<file path="src/rtl/mc_nonarch_regs_pkg.sv">
// Shared constants for the multi-cycle datapath register bank: opcodes, reset
// instruction and memory-address select encodings.
package mc_nonarch_regs_pkg;

  localparam logic [6:0] OP_LW  = 7'b0000011;
  localparam logic [6:0] OP_SW  = 7'b0100011;
  localparam logic [6:0] OP_R   = 7'b0110011;
  localparam logic [6:0] OP_I   = 7'b0010011;
  localparam logic [6:0] OP_JAL = 7'b1101111;
  localparam logic [6:0] OP_BEQ = 7'b1100011;

  // addi x0, x0, 0
  localparam logic [31:0] INSTR_NOP = 32'h0000_0013;

  localparam logic ADR_SRC_PC     = 1'b0;
  localparam logic ADR_SRC_RESULT = 1'b1;

endpackage

</file>
<file path="src/rtl/mc_nonarch_regs_flopenr.sv">
// Enable flop with an asynchronous active-high reset to a parameterised value.
module mc_nonarch_regs_flopenr #(
  parameter int unsigned        WIDTH     = 32,
  parameter logic [WIDTH-1:0]   RESET_VAL = '0
) (
  input  logic             clk,
  input  logic             reset,
  input  logic             en,
  input  logic [WIDTH-1:0] d,
  output logic [WIDTH-1:0] q
);

  logic [WIDTH-1:0] q_q;

  always_ff @(posedge clk or posedge reset) begin
    if (reset) begin
      q_q <= RESET_VAL;
    end else if (en) begin
      q_q <= d;
    end
  end

  assign q = q_q;

endmodule

</file>
<file path="src/rtl/mc_nonarch_regs.sv">
// Non-architectural register bank of the multi-cycle RISC-V datapath:
// PC, OldPC, IR, memory data, A/B operands and ALUOut.
module mc_nonarch_regs
  import mc_nonarch_regs_pkg::*;
#(
  parameter int unsigned      WIDTH     = 32,
  parameter logic [WIDTH-1:0] RESET_PC  = '0,
  parameter logic [31:0]      NOP_INSTR = INSTR_NOP
) (
  input  logic             clk,
  input  logic             reset,
  input  logic             pc_update,
  input  logic             branch,
  input  logic             ir_write,
  input  logic             adr_src,
  input  logic             zero,
  input  logic [WIDTH-1:0] result,
  input  logic [WIDTH-1:0] mem_rdata,
  input  logic [WIDTH-1:0] rd1,
  input  logic [WIDTH-1:0] rd2,
  input  logic [WIDTH-1:0] alu_result,
  output logic [WIDTH-1:0] pc,
  output logic [WIDTH-1:0] old_pc,
  output logic [31:0]      instr,
  output logic [WIDTH-1:0] data,
  output logic [WIDTH-1:0] a,
  output logic [WIDTH-1:0] wdata,
  output logic [WIDTH-1:0] alu_out,
  output logic [WIDTH-1:0] adr,
  output logic [6:0]       op,
  output logic [2:0]       funct3,
  output logic             funct7b5,
  output logic             pc_write,
  output logic             misaligned
);

  logic [WIDTH-1:0] pc_d;
  logic             misaligned_q;

  assign pc_write = pc_update | (branch & zero);
  // Low bits are dropped rather than trapped; the sticky flag records it.
  assign pc_d     = {result[WIDTH-1:2], 2'b00};
  assign adr      = (adr_src == ADR_SRC_RESULT) ? result : pc;

  mc_nonarch_regs_flopenr #(
    .WIDTH     (WIDTH),
    .RESET_VAL (RESET_PC)
  ) u_pc (
    .clk   (clk),
    .reset (reset),
    .en    (pc_write),
    .d     (pc_d),
    .q     (pc)
  );

  // Captures the pre-update pc, so a fetch with pc_write needs no ordering.
  mc_nonarch_regs_flopenr #(
    .WIDTH     (WIDTH),
    .RESET_VAL (RESET_PC)
  ) u_old_pc (
    .clk   (clk),
    .reset (reset),
    .en    (ir_write),
    .d     (pc),
    .q     (old_pc)
  );

  mc_nonarch_regs_flopenr #(
    .WIDTH     (32),
    .RESET_VAL (NOP_INSTR)
  ) u_instr (
    .clk   (clk),
    .reset (reset),
    .en    (ir_write),
    .d     (mem_rdata[31:0]),
    .q     (instr)
  );

  mc_nonarch_regs_flopenr #(
    .WIDTH (WIDTH)
  ) u_data (
    .clk   (clk),
    .reset (reset),
    .en    (1'b1),
    .d     (mem_rdata),
    .q     (data)
  );

  mc_nonarch_regs_flopenr #(
    .WIDTH (WIDTH)
  ) u_a (
    .clk   (clk),
    .reset (reset),
    .en    (1'b1),
    .d     (rd1),
    .q     (a)
  );

  mc_nonarch_regs_flopenr #(
    .WIDTH (WIDTH)
  ) u_wdata (
    .clk   (clk),
    .reset (reset),
    .en    (1'b1),
    .d     (rd2),
    .q     (wdata)
  );

  mc_nonarch_regs_flopenr #(
    .WIDTH (WIDTH)
  ) u_alu_out (
    .clk   (clk),
    .reset (reset),
    .en    (1'b1),
    .d     (alu_result),
    .q     (alu_out)
  );

  always_ff @(posedge clk or posedge reset) begin
    if (reset) begin
      misaligned_q <= 1'b0;
    end else if (pc_write && (result[1:0] != 2'b00)) begin
      misaligned_q <= 1'b1;
    end
  end

  assign misaligned = misaligned_q;
  assign op         = instr[6:0];
  assign funct3     = instr[14:12];
  assign funct7b5   = instr[30];

endmodule

</file>
<file path="config.mk">
export PLATFORM = sky130hd
export DESIGN_NAME = mc_nonarch_regs
export DESIGN_NICKNAME = d
export VERILOG_FILES = /design/src/rtl/mc_nonarch_regs_pkg.sv /design/src/rtl/mc_nonarch_regs_flopenr.sv /design/src/rtl/mc_nonarch_regs.sv
export SDC_FILE = /design/constraint.sdc
export NUM_CORES = 1
export LEC_CHECK = 0
export CAP_MARGIN = 20
export CORE_AREA = 2 2 170 172
export DETAILED_ROUTE_END_ITERATION = 6
export DIE_AREA = 0 0 172 174
export PLACE_DENSITY = 0.56
export SLEW_MARGIN = 20
export SYNTH_ARGS = -nofsm -noshare
export SYNTH_HDL_FRONTEND = slang
export SYNTH_SLANG_ARGS = --single-unit
</file>
<file path="constraint.sdc">
create_clock -name clk -period 16.36 [get_ports clk]
set_input_delay 2.454 -clock clk [delete_from_list [all_inputs] [get_ports clk]]
set_output_delay 2.454 -clock clk [all_outputs]
set_load 0.02 [all_outputs]
</file>
==> impl_metrics.toml <==
[clock_tree]
clock-root-buffer = "clkbuf_16"
path_clk_slew_ps = 60
cts_sinks = 221
cts.repair.resized = 0
cts_hold_buf = 0
htree_levels = 1
cts_buffer_depth = 3
insertion_delay_ps = 530
cts_tree = "done"
numCtsBuffers = 25
post-cts-setup-buffers = 0

[power]
powerDensity_nw_per_um2 = 114
p_int_mw = 1.07
peakVddDrop_v = 0.0000729
power.switching_uw = 376
swShare_pct = 26.0
pwr-share-clk_pct = 37.9
p_leak_nw = 5.21
p_seq_share_pct = 42.5
pwr-share-comb_pct = 19.7

[cells_and_area]
fin_cells = 1217
antenna_cells = 0
area_growth_pct = 75.1
layout_common_cells = "clkdlybuf4s50_1 (430), dfrtp_1 (218), mux2_2 (118), clkbuf_16 (25), clkbuf_8 (7)"
layout-drive-gt1-share_pct = 20.3
final_common_cell = "clkdlybuf4s50_1"
nNetsFinal = 984

[sta]
slew_viol_final = 0
min_period_over_period_pct = 40.9
worstMarginPinSlew_ps = 902
hold_viol = 0
slew-limit-headroom_pct = 39.8
rsz0062_at_grt = "false"
setup_viol = 0
setup-tns-final_ps = 0
period_minus_slack_ps = 6690
fmax_ghz = 0.149
fin_skew_ps = 13.0

[synth]
synthCells = 380
yosys_register_bits = 221
ys_types = 13
ys_warn_count = 0
syn-cell-area_um2 = 7220
seq_area_frac_synth_pct = 76.7
post_synth.cell_area_avg_um2 = 19.0

[critical_path]
reg2reg_from = "u_pc.q[29]"
cpMaxStageDelayCell = "clkdlybuf4s50_1"
path_max_fanout = 32
cp-start-kind = "primary input"
cp_data_required_time_ps = 13910
crit_path_frequent_cell = "clkdlybuf4s50_1"
r2r_cells = 1
crit_arrival_ps = 4240
worstPathCellList = "clkdlybuf4s50_1, buf_4, mux2_2, clkdlybuf4s50_1"
regToRegSetupSlack_ps = 15470
slowest_delay_ps = 580
r2r-end = "u_pc.q[29]"
crit_type = "in -> out"
endpoint_kind = "output port"

[routing]
ant_nets = 0
drc = 0
via_count = 4823
drt_iter0_drc = 148
wire_per_inst_um = 17.9
firstDrtPassIters = 3
routed_via_density = 3.96
routed_wl_mm = 21.8

[global_routing]
grt_max_degree = 97
gr-total-overflow = 0
track_usage_pct = 14.0
grt_pass1_wl_mm = 31.7
grt_antenna_before_repair = 0
first_global_vias = 5195

[flow_run]
maxCapViolCount = 0

[floorplanning]
dieArea_um2 = 29900
die_height_um = 174
die_x_um = 172
initial_core_util_pct = 25.6
boundaryPins = 436
core_area_um2 = 28200
rows = 62

[place]
dp.cells = 1173
routabilityCongestion = 0.749
port_buffers = 431
dpl.hpwl_mm = 16.4

[hold_path]
hold_end = "misaligned"
hold_class = "reg -> reg"
hold_path_depth = 1
min_from = "misaligned"

[run_status]
outcome = "finished, final reports clean"
## critical path: cells and delay by family
family / cells / cell delay, ps
muxes: 1 / 380
buffers and inverters: 3 / 1390
## flip-flops by register name, indices dropped and copies added, names as in the netlist
signal       cells
u_alu_out.q     32
u_instr.q       32
u_a.q           32
u_old_pc.q      30
u_pc.q          30
misaligned       1
u_wdata.q       32
u_data.q        32
## per-layer routing
layer / share of wire, % / track usage, %
met1: 36 / 15.4
met2: 50 / 24.6
met3: 11 / 5.03
met4: 3.3 / 5.01
met5: 0 / 0
## power by group through the flow
stage	clock network, mW	registers (mW)	logic, mW
after floorplan	0	0.674	0.0717
after global placement	0	0.623	0.287
after detailed placement	0	0.624	0.287
after CTS	0.569	0.615	0.289
after global routing	0.589	0.620	0.300
final	0.548	0.614	0.285
## cell type report
type / instances / area [µm²]
clock inverter: 8 / 85.1
tap: 384 / 480
inverter: 2 / 15.0
sequential: 221 / 5530
fill: 2572 / 15600
timing repair buffer: 436 / 4370
multi-input combinational: 131 / 1430
clock buffer: 35 / 733
## kinds of logic after synthesis
logic type             Yosys count  share of synthesized area [%]
buffers and inverters           31                           3.71
muxes                          122                           19.0
and+or+nand+nor                  3                          0.225
DFF                            221                           76.7
other                            1                         0.0519
AOI/OAI and AO/OA                2                          0.329
## Yosys cell counts (all sizes together)
library cell,number,area [µm²]
mux2,122,1370
a21oi,1,16.3
dfstp,3,78.8
dfrtp,218,5460
o21bai,1,7.51
buf,28,255
and2,2,12.5
inv,2,7.51
nor2,1,3.75
clkbuf,1,5.00
conb,1,3.75
## how the worst max path moves through the flow
stage	start	endpoint	slack [ps]	cells after the start
floorplan	reset	misaligned	7860	1
finish	adr_src	adr[2]	9670	4
global placement	zero	pc_write	9420	4
CTS	zero	pc_write	9390	4
detailed placement	zero	pc_write	9390	4
global route	adr_src	adr[2]	9600	4
## through the flow
stage / setup WS, ps / power, mW / cell area (µm²) / hold slack [ps] / utilization, %
after floorplan: 7860 / 0.746 / 7230 / 592 / -
after global placement: 9420 / 0.910 / 11800 / 460 / 41.8
after detailed placement: 9390 / 0.912 / 11800 / 470 / 41.8
after CTS: 9390 / 1.47 / 12600 / 486 / 44.7
after global routing: 9600 / 1.51 / 12600 / 494 / 44.8
final: 9670 / 1.45 / 12600 / 475 / 44.8
Power figures use the tool's default switching activity.
